==> src/rtl/ws_tile_controller.sv <==
// Weight-stationary tile sequencer for a systolic array.
// For each weight tile it streams ARRAY_COLS weight loads, then a skewed
// compute window that feeds iact columns and drains psum rows. A stall
// freezes progress and masks every strobe for that cycle.
module ws_tile_controller #(
   parameter int ARRAY_ROWS = 3,
   parameter int ARRAY_COLS = 3,
   parameter int ADDR_W     = 32,
   parameter int CNT_W      = 16
) (
   input  logic                  clk,
   input  logic                  rst,
   input  logic                  go,
   input  logic [CNT_W-1:0]      iact_cols,
   input  logic [CNT_W-1:0]      num_tiles,
   input  logic [ADDR_W-1:0]     weight_base,
   input  logic [ADDR_W-1:0]     iact_base,
   input  logic [ADDR_W-1:0]     psum_base,
   input  logic                  stall,
   output logic                  busy,
   output logic                  load_weight,
   output logic [ADDR_W-1:0]     weight_addr,
   output logic [ARRAY_COLS-1:0] load_iact,
   output logic [ADDR_W-1:0]     iact_addr [ARRAY_COLS],
   output logic [ARRAY_ROWS-1:0] psum_valid,
   output logic [ADDR_W-1:0]     psum_addr [ARRAY_ROWS],
   output logic                  accumulate,
   output logic [CNT_W-1:0]      tile_idx,
   output logic                  done
);

   localparam logic [1:0] S_IDLE    = 2'd0;
   localparam logic [1:0] S_LOAD_W  = 2'd1;
   localparam logic [1:0] S_COMPUTE = 2'd2;
   localparam logic [1:0] S_DONE    = 2'd3;

   // Counter must reach iact_cols + ARRAY_ROWS + ARRAY_COLS - 1 without wrapping.
   localparam int C_W = CNT_W + $clog2(ARRAY_ROWS + ARRAY_COLS + 1) + 1;

   logic [1:0]        state_reg;
   logic [C_W-1:0]    cnt_reg;
   logic [CNT_W-1:0]  tile_reg;
   logic [CNT_W-1:0]  cols_reg;
   logic [CNT_W-1:0]  tiles_reg;
   logic [ADDR_W-1:0] wbase_reg;
   logic [ADDR_W-1:0] ibase_reg;
   logic [ADDR_W-1:0] pbase_reg;

   logic              w_last;
   logic              c_last;
   logic              tile_last;
   logic              in_load;
   logic              in_comp;
   logic [ADDR_W-1:0] cnt_a;
   logic [ADDR_W-1:0] cols_a;

   assign w_last    = (cnt_reg == C_W'(ARRAY_COLS - 1));
   assign c_last    = (cnt_reg == C_W'(cols_reg) + C_W'(ARRAY_ROWS + ARRAY_COLS - 1));
   assign tile_last = (tile_reg == tiles_reg - CNT_W'(1));
   assign in_load   = (state_reg == S_LOAD_W);
   assign in_comp   = (state_reg == S_COMPUTE);
   assign cnt_a     = ADDR_W'(cnt_reg);
   assign cols_a    = ADDR_W'(cols_reg);

   // Sequencer: config latch, phase counter and tile progression.
   always_ff @(posedge clk) begin
      if (rst) begin
         state_reg <= S_IDLE;
         cnt_reg   <= '0;
         tile_reg  <= '0;
         cols_reg  <= '0;
         tiles_reg <= '0;
         wbase_reg <= '0;
         ibase_reg <= '0;
         pbase_reg <= '0;
      end else begin
         case (state_reg)
            S_IDLE: begin
               if (go) begin
                  cols_reg  <= iact_cols;
                  tiles_reg <= num_tiles;
                  wbase_reg <= weight_base;
                  ibase_reg <= iact_base;
                  pbase_reg <= psum_base;
                  tile_reg  <= '0;
                  cnt_reg   <= '0;
                  // An empty problem skips straight to the completion pulse.
                  state_reg <= (iact_cols == '0 || num_tiles == '0) ? S_DONE : S_LOAD_W;
               end
            end
            S_LOAD_W: begin
               if (!stall) begin
                  if (w_last) begin
                     cnt_reg   <= '0;
                     state_reg <= S_COMPUTE;
                  end else begin
                     cnt_reg <= cnt_reg + C_W'(1);
                  end
               end
            end
            S_COMPUTE: begin
               if (!stall) begin
                  if (c_last) begin
                     cnt_reg <= '0;
                     if (tile_last) begin
                        state_reg <= S_DONE;
                     end else begin
                        tile_reg  <= tile_reg + CNT_W'(1);
                        state_reg <= S_LOAD_W;
                     end
                  end else begin
                     cnt_reg <= cnt_reg + C_W'(1);
                  end
               end
            end
            default: state_reg <= S_IDLE;
         endcase
      end
   end

   // Status outputs decoded from the current state.
   always_comb begin
      busy        = (state_reg != S_IDLE);
      done        = (state_reg == S_DONE);
      accumulate  = busy && (tile_reg != '0);
      tile_idx    = tile_reg;
      load_weight = in_load && !stall;
      weight_addr = in_load ? (wbase_reg + ADDR_W'(tile_reg) * ADDR_W'(ARRAY_COLS) + cnt_a) : '0;
   end

   // Column j sees its iact stream skewed by j cycles.
   generate
      for (genvar gi = 0; gi < ARRAY_COLS; gi++) begin : g_iact
         logic win;
         assign win = in_comp && (cnt_reg >= C_W'(gi)) &&
                      (cnt_reg < C_W'(gi) + C_W'(cols_reg));
         assign load_iact[gi] = win && !stall;
         assign iact_addr[gi] = win ? (ibase_reg + ADDR_W'(gi) * cols_a + cnt_a - ADDR_W'(gi)) : '0;
      end
   endgenerate

   // Row i drains once the skewed data has crossed all columns.
   generate
      for (genvar gi = 0; gi < ARRAY_ROWS; gi++) begin : g_psum
         logic win;
         assign win = in_comp && (cnt_reg >= C_W'(ARRAY_COLS + gi)) &&
                      (cnt_reg < C_W'(ARRAY_COLS + gi) + C_W'(cols_reg));
         assign psum_valid[gi] = win && !stall;
         assign psum_addr[gi]  = win ? (pbase_reg + ADDR_W'(gi) * cols_a + cnt_a
                                        - ADDR_W'(ARRAY_COLS + gi)) : '0;
      end
   endgenerate

endmodule

==> config.mk <==
export PLATFORM = sky130hd
export DESIGN_NAME = ws_tile_controller
export DESIGN_NICKNAME = d
export VERILOG_FILES = /design/src/rtl/ws_tile_controller.sv
export SDC_FILE = /design/constraint.sdc
export NUM_CORES = 1
export LEC_CHECK = 0
export BUFFER_PORTS_ARGS = -buffer_cell sky130_fd_sc_hd__buf_2
export CELL_PAD_IN_SITES_DETAIL_PLACEMENT = 0
export CELL_PAD_IN_SITES_GLOBAL_PLACEMENT = 1
export CORE_MARGIN = 3
export CORE_UTILIZATION = 35
export CTS_CLUSTER_SIZE = 25
export DETAILED_ROUTE_END_ITERATION = 10
export MAX_ROUTING_LAYER = met4
export PLACE_DENSITY = 0.75
export SYNTH_ARGS = -nofsm -noshare
export SYNTH_HDL_FRONTEND = slang
export SYNTH_SLANG_ARGS = --single-unit
==> constraint.sdc <==
create_clock -name clk -period 7.2 [get_ports clk]
set_input_delay 1.08 -clock clk [delete_from_list [all_inputs] [get_ports clk]]
set_output_delay 1.08 -clock clk [all_outputs]
set_load 0.01 [all_outputs]
==> reports/metrics.csv, run 1 <==
stage,metric,value,unit
outcome,status,finished clean,
critical_path,WP data required,6.12,ns
timing,final clock skew,0.01308,ns
routing,DRC,0,
place,I/O Buffers,381,
critical_path,most frequent CP cell,inv_1,
routing,Wirelength per Cell,20.52,µm
die,Initial Util,35.63,%
critical_path,Critical-path top delay cell,dfxtp_1,
power,overall power,0.008428,W
die,die height,271.2,µm
routing,1st-iter DRT viols,1651,
cells_and_area,Layout Cells excl Fill,4551,
power,leakage,13.42,nW
critical_path,Critical Path Start,cols_reg[1],
critical_path,crit end category,output port,
logic_synthesis,post-synthesis cell type count,88,
die,die width,271.2,µm
logic_synthesis,post-synth top area share,19.78,%
logic_synthesis,sequential element share of the synthesized area,13.50,%
critical_path,crit path cell chain,"inv_1, ha_1, inv_1, fa_1, ha_1, inv_1, fa_1, nor2b_1, o31a_1, o22ai_1, o21ai_0, a221oi_2, a21boi_0, nor3_1, nor3b_1, buf_2",
logic_synthesis,Syn. warnings,0,
timing,Worst Tran Pin Value,1.005,ns
cells_and_area,ratio of cells with drive above 1 in the final layout,13.35,%
timing,max-slew violations,0,
grt,vias in the first global route,23270,
timing,worst hold slack,0.4552,ns
die,total I/O pin count,382,
cts,CTS tree,yes,
routing,Final ANT Viol Nets,0,
logic_synthesis,"Async S/R FF share, synth",0,%
routing,total number of vias,24007,
cts,clock tree root buffer cell,clkbuf_16,
routing,final wirelength,93370,µm
timing,final worst path period share,90.20,%
grt,largest net degree at the start of global routing,82,
grt,gr usage total,25.53,%
timing,relative slew slack,33.01,%
logic_synthesis,Yosys reg bits,166,
timing,endpoints failing hold,0,
hold_path,min-delay worst type,reg2reg,
timing,Tmin final,6.494,ns
cts,Post CTS Setup Buffer Count,0,
logic_synthesis,"top cells by area, synth","ha_1 (20%), dfxtp_1 (14%), fa_1 (9.4%)",
grt,antenna violations before repair,1,
timing,unrepaired setup endpoints after global routing,no,
hold_path,HP Start,wbase_reg[1],
timing,maximum clock frequency,154.0,MHz
cts,H-tree depth,4,
cells_and_area,area delta synth->final,14.00,%
cells_and_area,post-layout net count,4242,
die,Die ar.,73540,µm²
critical_path,startpoint class of the critical path,flip-flop,
place,DP Wirelength,77000,µm
critical_path,Worst path top cell family by delay,compound AO/OA/AOI/OAI gates,
cts,# hold bufs at CTS,0,
critical_path,CP Class,reg2out,
cts,clock buffer depth,2,
routing,Avg Vias per Cell,5.275,
critical_path,Critical Path AT,5.41,ns
critical_path,Max Fanout on Critical Path,14,
power,Worst VDD drop,186.7,µV
die,Rows,96,
critical_path,Critical Path Stages,16,
cts,Sink Count,166,
cts,CTS clock-pin slew for the worst setup and hold paths,0.08,ns
cells_and_area,fillers,7400,
routing,drt first pass iters,6,
logic_synthesis,Synth Flop Type,dfxtp_1,
timing,final setup violation count,0,
cts,clock latency on the worst-skew pair,0.49,ns
critical_path,FF-to-FF Start,cols_reg[1],
power,pwr/cell area,300.4,nW/µm²
critical_path,reg2reg setup slack,2.19,ns
logic_synthesis,syn_nets,3925,
critical_path,largest stage delay on the critical path,0.73,ns
critical_path,worst r2r path cells,13,
critical_path,Buffers & Inverters on Critical Path,4,
place,Inst Count DP,4518,
cells_and_area,Finished Core Util,40.62,%
cts,CTS Buf Count,17,
die,Core ar.,69070,µm²
critical_path,Critical Path End,iact_addr[26],
timing,setup tns final,0,ns
logic_synthesis,Mapped Avg Cell Area,7.483,µm²
logic_synthesis,cells after synthesis,3289,
place,routability cong.,0.9498,
grt,global route total overflow,0,
logic_synthesis,area of the mapped netlist,24610,µm²
grt,first-pass GRT wire length,140900,µm
critical_path,Critical R2R Capture,cnt_reg[9],
logic_synthesis,cell taking the most area after synthesis,ha_1,
job,Max-Cap Viols,0,
cts,CTS resizes,0,
logic_synthesis,number of flops mapped to enable cells by yosys,0,
cells in the final DEF (no fill, tap or decap), types with 10 or more instances in the layout:
cell,count
a211oi_1,37
a21boi_0,11
a21o_1,72
a21oi_1,292
a31oi_1,28
and2_1,33
and3_1,33
and4_1,11
buf_2,380
buf_4,28
clkbuf_16,17
dfxtp_1,166
fa_1,115
ha_1,389
inv_1,382
nand2_1,398
nand2b_1,22
nand3_1,67
nand4_1,37
nor2_1,319
nor2b_1,35
nor3_1,65
nor3b_1,14
nor4_1,24
o211ai_1,27
o21a_1,25
o21ai_0,109
o21bai_1,29
o31ai_1,11
or2_2,10
or3_1,26
xnor2_1,185
xor2_1,78
routing by layer:
layer  up-vias  global-route usage [%]  wire (µm)
met5         -                       -          0
met4         0                   9.362       3339
met3       111                   3.155       4845
met2       665                   42.10      44270
met1     11435                   32.10      40910
li1      11796                       -          -
synthesized netlist by cell type (all sizes together) (8+ instances only):
| cell type | number |
|---|---|
| nor3 | 68 |
| mux2i | 9 |
| or2 | 10 |
| o41ai | 8 |
| nand4 | 37 |
| buf | 12 |
| nor4 | 26 |
| dfxtp | 166 |
| ha | 389 |
| nor2b | 35 |
| and2 | 35 |
| nor2 | 320 |
| or3 | 27 |
| nand3 | 67 |
| a31oi | 29 |
| a21boi | 11 |
| clkbuf | 98 |
| a211oi | 37 |
| xnor2 | 185 |
| nand2 | 399 |
| a2111oi | 10 |
| o31ai | 11 |
| a21oi | 292 |
| o21a | 25 |
| and4 | 11 |
| inv | 383 |
| or4 | 9 |
| and3 | 33 |
| nor3b | 14 |
| fa | 115 |
| xor2 | 78 |
| o21bai | 29 |
| nand2b | 22 |
| a21o | 72 |
| o21ai | 112 |
| o211ai | 28 |
worst register-to-register path: stages, from the launching register on:
cell and delay (ns):
dfxtp_1 0.73, ha_1 0.54, a21oi_1 0.17, nor3_1 0.42
nand3_1 0.23, nor2_1 0.24, nand3_1 0.14, ha_1 0.32
nand3_1 0.11, nor3_4 0.26, a31oi_2 0.20, o21ai_0 0.66
a21o_1 0.72, nor2_1 0.12
cells by family (layout without fill, tap and decap cells):
| group | after synthesis | after routing | share of synthesized area, % |
|---|---|---|---|
| buf+inv | 495 | 825 | 7.656 |
| fa+ha+maj | 504 | 504 | 29.13 |
| flops | 166 | 166 | 13.50 |
| compound gates | 724 | 724 | 18.64 |
| xor+xnor | 263 | 263 | 9.359 |
| other cells | 0 | 1 | 0 |
| mux | 9 | 9 | 0.3661 |
| simple gates | 1128 | 1128 | 21.34 |
through the flow:
stage               setup WS, ns  area (µm²)
floorplan                  1.970       24610
CTS                       0.7529       28050
global route              0.3435       28060
global placement           1.359       27460
finish                    0.7059       28060
detailed placement         1.320       27460
worst min path at each step:
stage	end	slack, ns	cells after the start
floorplan	pbase_reg[11]	0.44	2
global route	wbase_reg[6]	0.48	2
global placement	pbase_reg[17]	0.44	2
detailed placement	wbase_reg[6]	0.45	2
CTS	wbase_reg[6]	0.46	2
finish	wbase_reg[1]	0.46	2
power by group:
part	total (W)	switching, W	internal (W)
sequential	0.00128	0.000229	0.00105
clock	0.000985	0.000478	0.000507
combinational	0.00616	0.00376	0.00240
layout make-up:
type | instances | area [µm²] | share of cell area [%]
multi-input combinational | 2628 | 19420 | 69.21
clock inverter | 12 | 133.9 | 0.4772
clock buffer | 20 | 456.7 | 1.628
sequential | 166 | 3323 | 11.84
tap | 931 | 1165 | 4.152
antenna | 1 | 2.502 | 0.008919
inverter | 385 | 1445 | 5.151
timing repair buffer | 408 | 2112 | 7.528
Note: power is estimated with default switching activity, not from simulation.
==> run 2, diff against run 1 <==
- PLACE_DENSITY: 0.75 -> 0.79
==> run 2 against run 1 <==
Effect of this change:
- die area unchanged
- clock power increased by 1%
- global-route usage decreased by 0.41 points
- combinational power increased by 0.8%
- critical path depth decreased by 1
- setup slack got worse by 0.10 ns
- final area increased by 0.12%
==> reports/metrics.csv, run 2 (synthesis results as in run 1) <==
stage,metric,value,unit,change
routing,Final ANT Viol Nets,0,,unchanged
critical_path,FF-to-FF Start,cols_reg[1],,unchanged
critical_path,Critical Path AT,5.52,ns,was 5.41 ns
cells_and_area,fillers,7350,,was 7400
place,DP Worst Slack,1.235,ns,was 1.320 ns
cells_and_area,post-layout net count,4246,,was 4242
hold_path,min-delay worst type,reg2reg,,unchanged
cts,Sink Count,166,,unchanged
place,routability cong.,0.9785,,was 0.9498
timing,setup tns final,0,ns,unchanged
cts,CTS tree,yes,,unchanged
cells_and_area,most frequent cells in the layout,"nand2_1 (398), ha_1 (389), inv_1 (382)",,unchanged
critical_path,crit path cell chain,"inv_1, fa_1, inv_1, ha_1, ha_1, fa_1, a21o_1, a21o_1, a2111oi_2, o211ai_1, nand3_1, a21oi_1, or3_1, a21oi_1, buf_2",,"was inv_1, ha_1, inv_1, fa_1, ha_1, inv_1, fa_1, nor2b_1, o31a_1, o22ai_1, o21ai_0, a221oi_2, a21boi_0, nor3_1, nor3b_1, buf_2"
cts,# hold bufs at CTS,0,,unchanged
grt,antenna violations before repair,3,,was 1
place,DP Wirelength,75980,µm,was 77000 µm
die,Rows,96,,unchanged
place,I/O Buffers,381,,unchanged
die,die width,271.2,µm,unchanged
cts,H-tree depth,4,,unchanged
cells_and_area,ratio of cells with drive above 1 in the final layout,13.42,%,was 13.35%
routing,final wirelength,92310,µm,was 93370 µm
outcome,status,finished clean,,unchanged
timing,maximum clock frequency,151.6,MHz,was 154.0 MHz
critical_path,startpoint class of the critical path,flip-flop,,unchanged
die,Core ar.,69070,µm²,unchanged
job,Max-Cap Viols,0,,unchanged
routing,Avg Vias per Cell,5.263,,was 5.275
cts,CTS clock-pin slew for the worst setup and hold paths,0.07,ns,was 0.08 ns
timing,Worst Tran Pin Value,1.000,ns,was 1.005 ns
critical_path,WP data required,6.12,ns,about the same
grt,gr usage total,25.12,%,was 25.53%
grt,largest net degree at the start of global routing,81,,was 82
cells_and_area,"commonest non-fill, non-tap cell in the layout",nand2_1,,unchanged
cts,CTS resizes,0,,unchanged
critical_path,largest stage delay on the critical path,0.75,ns,was 0.73 ns
hold_path,WHS Endpoint,wbase_reg[6],,was wbase_reg[1]
cts,clock latency on the worst-skew pair,0.50,ns,was 0.49 ns
timing,relative slew slack,33.31,%,was 33.01%
routing,Wirelength per Cell,20.26,µm,was 20.52 µm
timing,endpoints failing hold,0,,unchanged
cts,clock buffer depth,2,,unchanged
cts,clock tree root buffer cell,clkbuf_16,,unchanged
timing,Tmin final,6.596,ns,was 6.494 ns
critical_path,Buffers & Inverters on Critical Path,3,,was 4
power,Worst VDD drop,206.9,µV,was 186.7 µV
routing,1st-iter DRT viols,1504,,was 1651
cts,CTS Buf Count,17,,unchanged
routing,drt first pass iters,5,,was 6
cts,Post CTS Setup Buffer Count,0,,unchanged
timing,final clock skew,0.01957,ns,was 0.01308 ns
timing,setup ws final,0.6040,ns,was 0.7059 ns
critical_path,Max Fanout on Critical Path,14,,unchanged
grt,first-pass GRT wire length,138500,µm,was 140900 µm
grt,vias in the first global route,23139,,was 23.27k
cells_and_area,area delta synth->final,14.13,%,was 14.00%
die,total I/O pin count,382,,unchanged
critical_path,worst r2r path cells,14,,was 13
hold_path,HP Start,wbase_reg[6],,was wbase_reg[1]
timing,max-slew violations,0,,unchanged
critical_path,reg2reg setup slack,2.44,ns,was 2.19 ns
critical_path,Worst path top cell family by delay,compound AO/OA/AOI/OAI gates,,unchanged
critical_path,Critical R2R Capture,cnt_reg[4],,was cnt_reg[9]
power,pwr/cell area,302.0,nW/µm²,was 300.4 nW/µm²
critical_path,crit end category,output port,,unchanged
timing,final setup violation count,0,,unchanged
routing,DRC,0,,unchanged
timing,unrepaired setup endpoints after global routing,no,,unchanged
die,die height,271.2,µm,unchanged
die,Initial Util,35.63,%,unchanged
die,Die ar.,73540,µm²,unchanged
cells_and_area,Finished Core Util,40.67,%,was 40.62%
routing,total number of vias,23980,,was 24.01k
hold_path,hold path depth,2,,unchanged
critical_path,CP Class,reg2out,,unchanged
timing,final worst path period share,91.61,%,was 90.20%
critical_path,Critical-path top delay cell,dfxtp_1,,unchanged
power,leakage,13.42,nW,about the same
grt,global route total overflow,0,,unchanged
## run 2: how the worst max path moves through the flow
stage,from,end,slack [ns],cells after the start
4_1_cts,cols_reg[1],psum_addr[22],0.66,15
3_5_place_dp,cols_reg[1],psum_addr[22],1.24,15
2_1_floorplan,cnt_reg[2],weight_addr[25],1.97,13
6_report,cols_reg[1],psum_addr[22],0.60,15
5_1_grt,cnt_reg[1],weight_addr[25],0.19,16
3_3_place_gp,cols_reg[1],psum_addr[22],1.26,15
## run 2: per-layer routing
metal	routed length (µm)	track usage (%)
met1	39780	30.56
met2	43760	41.52
met3	5010	4.022
met4	3762	10.21
met5	0	-
## run 2: layout make-up
| cell class | instances | area, µm² | share of cell area (%) |
|---|---|---|---|
| antenna | 3 | 7.507 | 0.02673 |
| clock buffer | 19 | 442.9 | 1.577 |
| clock inverter | 12 | 145.1 | 0.5167 |
| multi-input combinational | 2628 | 19420 | 69.13 |
| tap | 931 | 1165 | 4.147 |
| timing repair buffer | 412 | 2142 | 7.626 |
| sequential | 166 | 3323 | 11.83 |
| inverter | 385 | 1445 | 5.145 |
## run 2: through the flow
step / instance area, µm² / total power (W) / hold slack, ns / std cells
finish: 28090 / 0.008483 / 0.4577 / 4556
global route: 28090 / 0.009222 / 0.4822 / 4556
CTS: 28080 / 0.008442 / 0.4603 / 4553
detailed placement: 27490 / 0.007414 / 0.4502 / 4522
global placement: 27490 / 0.007413 / 0.4430 / 4522
floorplan: 24610 / 0.005729 / 0.4363 / 3289
## run 2: where the power goes
group | internal, W | switching (W) | total (W)
combinational | 0.00240 | 0.00381 | 0.00621
sequential | 0.00105 | 0.000231 | 0.00128
clock | 0.000524 | 0.000471 | 0.000995
## run 2: tightest hold or removal path: stages, from the launching register on
cell     delay (ns)
dfxtp_1        0.31
nand2_1        0.05
a21oi_1        0.05
